==> src/rtl/cascade_pkg.sv <==
// cascade_pkg: shared types and constants for the Viola-Jones cascade sequencer.
//   state_e            - sequencer FSM states
//   WORDS_PER_FEAT_DEF - ROM words per feature (P0, P1, threshold, left, right)
//   HDR_CNT_LSB/CNT_W  - position/width of the feature count in a stage header word
//   idx_w()            - width of a stage index (never below 1 bit)
package cascade_pkg;

  typedef enum logic [2:0] {
    IDLE, HDR_RD, HDR_CAP, FEAT, STHR, RES, FIN
  } state_e;

  localparam int WORDS_PER_FEAT_DEF = 5;
  localparam int HDR_CNT_LSB        = 0;
  localparam int CNT_W_DEF          = 12;

  function automatic int idx_w(input int n);
    return (n > 1) ? $clog2(n) : 1;
  endfunction

endpackage

==> src/rtl/cascade_rom_addr_gen.sv <==
// cascade_rom_addr_gen: ROM word pointer and per-stage words-left down-counter.
//   clk_i/rst_i   clock, synchronous active-high reset
//   i_clr         restart pointer at 0 (new window)
//   i_rd          a read is issued this cycle at the current pointer
//   i_load        load words-left counter with i_load_val
//   i_dec         decrement words-left (feature read issued)
//   o_addr        read address; holds the last issued address while i_rd=0
//   o_words_left  remaining feature words for the current stage
module cascade_rom_addr_gen #(
  parameter int ROM_AW = 16,
  parameter int WL_W   = 15
) (
  input  logic              clk_i,
  input  logic              rst_i,
  input  logic              i_clr,
  input  logic              i_rd,
  input  logic              i_load,
  input  logic [WL_W-1:0]   i_load_val,
  input  logic              i_dec,
  output logic [ROM_AW-1:0] o_addr,
  output logic [WL_W-1:0]   o_words_left
);

  logic [ROM_AW-1:0] r_ptr;
  logic [ROM_AW-1:0] r_last;
  logic [WL_W-1:0]   r_left;

  // Pointer wraps modulo 2^ROM_AW by plain overflow.
  always_ff @(posedge clk_i) begin
    if (rst_i) begin
      r_ptr  <= '0;
      r_last <= '0;
      r_left <= '0;
    end else begin
      if (i_clr)     r_ptr <= '0;
      else if (i_rd) r_ptr <= r_ptr + 1'b1;
      if (i_rd)      r_last <= r_ptr;
      if (i_load)     r_left <= i_load_val;
      else if (i_dec) r_left <= r_left - 1'b1;
    end
  end

  assign o_addr       = i_rd ? r_ptr : r_last;
  assign o_words_left = r_left;

endmodule

==> src/rtl/cascade_sequencer.sv <==
// cascade_sequencer: walks the cascade ROM for one detection window.
//   Per stage: header read, N*WORDS_PER_FEAT feature reads, stage-threshold read,
//   then waits for the stage result; a failed stage ends the window early.
// Ports:
//   clk_i, rst_i            clock, synchronous active-high reset
//   start_i                 begin cascade (accepted in IDLE only)
//   rom_rd_o/rom_addr_o     ROM read strobe/address, data returns next cycle
//   rom_data_i              ROM data (only header count field used)
//   wait_i                  parser stall, blocks feature/threshold reads
//   stage_threshold_val_o   threshold word is on rom_data_i this cycle
//   last_stage_o, done_o    one-cycle end-of-window pulses
//   stage_res_val_i/stage_pass_i  stage accumulator result
//   stage_idx_o, busy_o, face_o   status / decision
// Optional (macro CASCADE_STAT_EN): stages_run_o, rom_reads_o statistics.
module cascade_sequencer
  import cascade_pkg::*;
#(
  parameter  int ROM_AW         = 16,
  parameter  int NUM_STAGES     = 25,
  parameter  int WORDS_PER_FEAT = WORDS_PER_FEAT_DEF,
  parameter  int CNT_W          = CNT_W_DEF,
  localparam int SW             = idx_w(NUM_STAGES),
  localparam int SR_W           = $clog2(NUM_STAGES + 1)
) (
  input  logic              clk_i,
  input  logic              rst_i,
  input  logic              start_i,
  output logic              rom_rd_o,
  output logic [ROM_AW-1:0] rom_addr_o,
  input  logic [31:0]       rom_data_i,
  input  logic              wait_i,
  output logic              stage_threshold_val_o,
  output logic              last_stage_o,
  input  logic              stage_res_val_i,
  input  logic              stage_pass_i,
  output logic [SW-1:0]     stage_idx_o,
  output logic              busy_o,
  output logic              done_o,
  output logic              face_o
`ifdef CASCADE_STAT_EN
  ,
  output logic [SR_W-1:0]   stages_run_o,
  output logic [31:0]       rom_reads_o
`endif
);

  // Feature words per stage; 3 extra bits cover WORDS_PER_FEAT up to 8.
  localparam int WL_W = CNT_W + 3;

  state_e          r_state, w_nxt;
  logic [SW-1:0]   r_stage;
  logic            r_face;
  logic            r_sthr_val;
  logic            w_rd, w_clr, w_load, w_dec;
  logic [WL_W-1:0] w_load_val, w_words_left;
  logic            w_last_stage;
  logic            w_unused_data;

  assign w_load_val    = WL_W'(rom_data_i[HDR_CNT_LSB +: CNT_W]) * WL_W'(WORDS_PER_FEAT);
  assign w_last_stage  = (r_stage == SW'(NUM_STAGES - 1));
  assign w_unused_data = ^rom_data_i;

  cascade_rom_addr_gen #(.ROM_AW(ROM_AW), .WL_W(WL_W)) u_addr (
    .clk_i        (clk_i),
    .rst_i        (rst_i),
    .i_clr        (w_clr),
    .i_rd         (w_rd),
    .i_load       (w_load),
    .i_load_val   (w_load_val),
    .i_dec        (w_dec),
    .o_addr       (rom_addr_o),
    .o_words_left (w_words_left)
  );

  always_comb begin
    w_nxt  = r_state;
    w_rd   = 1'b0;
    w_clr  = 1'b0;
    w_load = 1'b0;
    w_dec  = 1'b0;
    case (r_state)
      IDLE: if (start_i) begin
        w_clr = 1'b1;
        w_nxt = HDR_RD;
      end
      // Header is consumed here only, so it never waits on the parser.
      HDR_RD: begin
        w_rd  = 1'b1;
        w_nxt = HDR_CAP;
      end
      HDR_CAP: begin
        w_load = 1'b1;
        w_nxt  = (w_load_val == '0) ? STHR : FEAT;
      end
      FEAT: if (!wait_i) begin
        w_rd  = 1'b1;
        w_dec = 1'b1;
        if (w_words_left == WL_W'(1)) w_nxt = STHR;
      end
      STHR: if (!wait_i) begin
        w_rd  = 1'b1;
        w_nxt = RES;
      end
      RES: if (stage_res_val_i) begin
        w_nxt = (!stage_pass_i || w_last_stage) ? FIN : HDR_RD;
      end
      FIN:     w_nxt = IDLE;
      default: w_nxt = IDLE;
    endcase
  end

  always_ff @(posedge clk_i) begin
    if (rst_i) begin
      r_state    <= IDLE;
      r_stage    <= '0;
      r_face     <= 1'b0;
      r_sthr_val <= 1'b0;
    end else begin
      r_state    <= w_nxt;
      // Threshold data lands the cycle after its read strobe.
      r_sthr_val <= (r_state == STHR) && !wait_i;
      if (r_state == IDLE && start_i) begin
        r_stage <= '0;
        r_face  <= 1'b0;
      end else if (r_state == RES && stage_res_val_i) begin
        if (!stage_pass_i || w_last_stage) r_face  <= stage_pass_i;
        else                               r_stage <= r_stage + 1'b1;
      end
    end
  end

  assign rom_rd_o              = w_rd;
  assign stage_threshold_val_o = r_sthr_val;
  assign last_stage_o          = (r_state == FIN);
  assign done_o                = (r_state == FIN);
  assign busy_o                = (r_state != IDLE);
  assign stage_idx_o           = r_stage;
  assign face_o                = r_face;

`ifdef CASCADE_STAT_EN
  logic [SR_W-1:0] r_stages_run;
  logic [31:0]     r_rom_reads;

  always_ff @(posedge clk_i) begin
    if (rst_i) begin
      r_stages_run <= '0;
      r_rom_reads  <= '0;
    end else begin
      if (r_state == FIN) r_stages_run <= SR_W'(r_stage) + 1'b1;
      if (w_rd && r_rom_reads != '1) r_rom_reads <= r_rom_reads + 1'b1;
    end
  end

  assign stages_run_o = r_stages_run;
  assign rom_reads_o  = r_rom_reads;
`endif

endmodule

==> config.mk <==
export PLATFORM = sky130hd
export DESIGN_NAME = cascade_sequencer
export DESIGN_NICKNAME = d
export VERILOG_FILES = /design/src/rtl/cascade_pkg.sv /design/src/rtl/cascade_rom_addr_gen.sv /design/src/rtl/cascade_sequencer.sv
export SDC_FILE = /design/constraint.sdc
export NUM_CORES = 1
export LEC_CHECK = 0
export BUFFER_PORTS_ARGS = -buffer_cell sky130_fd_sc_hd__buf_2
export CORE_UTILIZATION = 58
export DETAILED_ROUTE_END_ITERATION = 8
export MAX_ROUTING_LAYER = met4
export PLACE_DENSITY = 0.87
export SYNTH_ARGS = -nofsm -noshare
export SYNTH_HDL_FRONTEND = slang
export SYNTH_SLANG_ARGS = --single-unit
export TNS_END_PERCENT = 10
==> constraint.sdc <==
create_clock -name clk_i -period 6 [get_ports clk_i]
set_input_delay 0.3 -clock clk_i [delete_from_list [all_inputs] [get_ports clk_i]]
set_output_delay 0.3 -clock clk_i [all_outputs]
set_load 0.02 [all_outputs]
# Yosys cells after proc, flatten, opt, wreduce, memory -nomap -nowiden
# Cells that the tools add are included.
word_totals:
  reg_bits: 57
  elab_cells: 58
  in_bits: 38
classes:
  mul: 1
  n_reduce_logical: 16
  n_addsub: 3
  n_mux: 17
  eq_ne: 13
  bitwise: 1
op_table:
  columns: ["cell", "n"]
  rows:
  - ["$mux W15", 2]
  - ["$mux W3", 7]
  - ["$pmux W3 S6", 1]
  - ["$add A16 B1 Y16 const B", 1]
  - ["$mux W16", 1]
  - ["$eq A15 B1 Y1 const B", 1]
  - ["$logic_not A15 Y1", 1]
  - ["$mul A12 B3 Y15 const B", 1]
  - ["$sub A15 B1 Y15 const B", 1]
  - ["$ne A2 B2 Y1 const B", 5]
  - ["$eq A3 B3 Y1 const B", 3]
  - ["$eq A3 B2 Y1 const B", 2]
  - ["$reduce_or A2 Y1", 3]
  - ["$add A5 B1 Y5 const B", 1]
  - ["$eq A5 B5 Y1 const B", 1]
  - ["$mux W1", 5]
  - ["$reduce_and A5 Y1", 1]
  - ["$reduce_and A2 Y1", 2]
  - ["$eq A3 B1 Y1 const B", 1]
  - ["$logic_and A1 B1 Y1", 3]
  - ["$logic_not A3 Y1", 1]
  - ["$reduce_bool A3 Y1", 1]
  - ["$logic_not A1 Y1", 2]
  - ["$pmux W1 S2", 1]
  - ["other kinds (3)", 3]

# Longest topological paths before layout
depth:
  ltp_word: 5
  mapped_depth: 9
  ltp_nobuf: 9

# Modules after synthesis
# Synthesis repeated with hierarchy kept, for this count alone.
hier_totals:
  cells_unflattened: 398
  area_unflattened_um2: 3510.9
modules_own_cells:
  columns: ["mod", "instances", "area_per_inst_um2", "cells_per_inst", "seq_area_each_um2"]
  rows:
  - ["cascade_rom_addr_gen", 1, 2164.6, 228, 940.9]
  - ["cascade_sequencer", 1, 1346.3, 170, 200.2]

# Worst setup path after synthesis
# Ideal clock, no wire load.
synth_timing:
  path_type: "input port to flip-flop"
  from: "input rom_data_i[1]"
  to: "register r_state[0]"
  setup_slack_ps: 3432
  path_buffers: 0
  cell_stages: 9
  required_time_ps: 5866
  setup_ps: 134
  arrival_time_ps: 2435
  cell_sequence: "ha_1 > ha_1 > fa_1 > a21o_1 > a221oi_1 > xnor2_1 > nor4_1 > and4b_1 > a211oi_1"
synth_between:
  elab_chain_cells: 4
synth_rtl:
  columns: ["item", "line_no", "source"]
  rows:
  - ["start, declared", "cascade_sequencer.sv:30", "input logic [31:0] rom_data_i,"]
  - ["$mul A12 B3 Y15", "cascade_sequencer.sv:59", "assign w_load_val = WL_W'(rom_data_i[HDR_CNT_LSB +: CNT_W]) * WL_W'(WORDS_PER_FEAT);"]
  - ["$logic_not A15 Y1", "cascade_sequencer.sv:93", "w_nxt = (w_load_val == '0) ? STHR : FEAT;"]
  - ["$mux W3", "cascade_sequencer.sv:93", null]
  - ["$pmux W3 S6", "cascade_sequencer.sv:81", "case (r_state)"]
  - ["end signal, assigned", "cascade_sequencer.sv:119", "r_state <= w_nxt;"]
  - ["end, declared", "cascade_sequencer.sv:50", "state_e r_state, w_nxt;"]
# Every way passes these cells.
# A chain may end at the register's enable or synchronous reset.

# Worst setup path in the final report
layout_timing:
  from: "register r_state[0]"
  to: "output rom_addr_o[2]"
layout_between:
  elab_chain_cells: 4
  word_cells_on_any_way: 6
  classes_between: "3 x eq/ne; 2 x mux; 1 x reduce/logical"
layout_rtl:
  columns: ["item", "line_no", "source"]
  rows:
  - ["$eq A3 B3 Y1 or $eq A3 B2 Y1 (tied branches)", "cascade_sequencer.sv:81", null]
  - ["$reduce_or A2 Y1 (no line)", null, null]
  - ["$pmux W1 S2 *", "cascade_sequencer.sv:81", null]
  - ["$mux W16 *", null, null]
  - ["end, declared", "cascade_sequencer.sv:29", "output logic [ROM_AW-1:0] rom_addr_o,"]
# Every way passes the cells marked *; elsewhere a longest branch is shown, timed or not.

==> summary.txt <==
Clocking
  • Setup Buffers After CTS: 0
  • CTS tree: done
  • CTS max path bufs: 2
  • PostCTS Resize Cnt: 0
  • H-Tree Depth: 3
  • Hold Buf Count CTS: 0
  • Worst-path clk slew: 60 ps
  • Clock Latency Late Sink: 340 ps
  • Number of buffers created by CTS: 9
  • Clock sinks: 57
  • CTS root buf: clkbuf_8

Global routing
  • First-pass GRT wire length: 13,000 um
  • GR peak layer: met2
  • Vias in the first global route: 2,873
  • Pin count of the biggest net entering global routing: 39
  • GR Layer Usage met2: 42.4%
  • Grt ovf: 0
  • Total GRT Usage: 27.1%
  • Initial antenna violation count: 0
  • M1 GR Usage: 33.7%
  • Grt met3 use: 7.70%

Power
  • VDD IR-drop max: 0.187 mV
  • Design Power: 0.00113 W
  • Pwr Density: 289 mW/mm^2
  • Lkg Pwr: 1.61 nW

Placement
  • Port Buf Inserts: 44
  • Post-Place Setup Slack: 2930 ps
  • Placed wire-length estimate: 5450 um
  • Inst Count DP: 510
  • Placer Congestion: 0.875

STA
  • Setup ws final: 2540 ps
  • Tcrit/Tclk final: 57.7%
  • Final Hold Fails: 0
  • FMAX: 0.289 GHz
  • Least-Margin Pin Slew: 1120 ps
  • Worst slew margin: 25.3%
  • TNS Setup: 0 ps
  • Worst Skew: 6.51 ps
  • Pins Over Slew Limit: 0
  • Final worst path period need: 3460 ps
  • Final setup fails: 0
  • RSZ-0062 raised after global routing: no

Cells and area
  • Layout Cells excl Fill: 525
  • Most frequent cells in the layout: dfxtp_1, nor2_1, buf_2
  • Multi-input gate area: 0.00219 mm^2
  • Commonest non-fill, non-tap cell in the layout: dfxtp_1
  • Ant. Diodes: 0
  • Area grow syn2layout: 12.8%
  • Share of cells above drive strength 1: 17.0%
  • Fin util: 69.2%
  • Final #Nets: 513
  • Sequential Area: 0.00114 mm^2
  • Fillers: 442

Floorplanning
  • I/O pin count: 65
  • Core area: 0.00564 mm^2
  • Initial Util: 61.4%
  • Full die area: 0.00628 mm^2
  • Die H: 79.3 um
  • Cell Rows: 27
  • Chip width: 79.3 um

Synthesis
  • Syn_nets: 476
  • Synth cell types: 57
  • Post-Syn Area: 0.00346 mm^2
  • Top cells by area, synth: dfxtp_1, ha_1, nor2_1
  • Synth warnings: 0
  • Post-synth top flop: dfxtp_1
  • Post-synth EDFFs: 0
  • Syn Inst Count: 412
  • Post-synth top area cell: dfxtp_1
  • Register bit total from synthesis: 57
  • Sequential area share after synthesis: 33.0%
  • Syn avg cell area: 8.40 um^2
  • Async SR Flop Fraction: 0%
  • Share of the synthesized area in the top cell type: 33.0%

Route
  • Via-per-instance ratio: 6.04
  • Initial DRC count: 216
  • Residual DRC count: 0
  • Final antenna-violating net count: 0
  • WL final: 7810 um
  • Routed WL per cell: 14.9 um
  • Vias post-DR: 3,173
  • Detailed-router iteration count before antenna repair: 5

Setup path
  • Crit start category: register
  • R2R Setup Slk: 3010 ps
  • Reg2Reg Depth: 7
  • Setup Crit Path Kind: register to output pin
  • Nature of the critical path endpoint: output pin
  • Critical Path RT: 5700 ps
  • Arrival time of the worst setup path: 3160 ps
  • CP Max Fanout: 36

Worst hold path
  • Worst hold path depth: 3
  • Worst min-delay path category: input pin to register

Status
  • Status: complete, no violations

Flow run
  • Max-Cap Viols: 0
[Yosys cell counts, types with 3 or more instances]
cell type / instances
dfxtp_1: 57
nor2_1: 49
nand2_1: 28
ha_1: 25
a21oi_1: 22
nor2b_1: 19
xnor2_1: 18
clkbuf_1: 16
nor3_1: 15
mux2_2: 14
o21ai_0: 14
inv_1: 13
a211oi_1: 10
nand4_1: 10
xor2_1: 10
or3_1: 9
nand3_1: 7
nor4_1: 7
mux2i_1: 6
a21o_1: 4
a22oi_1: 4
nand2b_1: 4
o211ai_1: 4
o21a_1: 4
a31oi_1: 3
o22ai_1: 3
[where the power goes]
part	leakage (nW)	internal, W	switching (W)
Combinational	1.04	0.000121	0.000187
Clock	0.109	0.000230	0.000153
Sequential	0.461	0.000401	0.0000363
Total	1.61	0.000751	0.000377
[per-layer routing]
| metal | vias up | share of wire (%) |
|---|---|---|
| met2 | 113 | 48 |
| li1 | 1551 | - |
| met3 | 18 | 5.6 |
| met5 | - | 0 |
| met1 | 1491 | 44 |
| met4 | 0 | 1.5 |
[cells by family after synthesis]
group	count (synthesis)	synth area share [%]
and+or+nand+nor	166	24.6
AOI/OAI and AO/OA	82	15.5
DFF	57	33.0
buffers and inverters	33	3.90
xor gates and xnor gates	28	7.08
adders and majority gates	26	9.61
muxes	20	6.29
[area by class of cell]
type                       instances  share of cell area [%]
inverter                          14                    1.35
clock buffer                       9                    3.17
sequential                        57                    29.2
tap                               72                    2.31
timing repair buffer              45                    5.83
multi-input combinational        322                    56.0
clock inverter                     6                    2.15
[worst paths after layout]
| check | startpoint | endpoint |
|---|---|---|
| max | r_state[0] | rom_addr_o[2] |
| min | stage_pass_i | face_o |
| max reg2reg | r_state[0] | u_addr.r_ptr[4] |
| min reg2reg | face_o | face_o |
[per-stage QoR]
step,area (um^2),hold WS [ps]
after CTS,3910,233
after global placement,3700,472
final,3910,240
after floorplan,3460,444
after detailed placement,3700,493
after global routing,3910,272
[worst max-delay path, cell delays in order, from the launching register on]
cell and delay, ps:
dfxtp_1 1060, or3b_1 250, a21oi_2 70, nor2_2 820
mux2_2 440, buf_2 160
[state kept, by name (all words and copies together), names as in the netlist]
name / cells
u_addr.r_last: 16
u_addr.r_ptr: 16
u_addr.o_words_left: 15
stage_idx_o: 5
r_state: 3
face_o: 1
stage_threshold_val_o: 1
(Power assumes the default switching activity.)
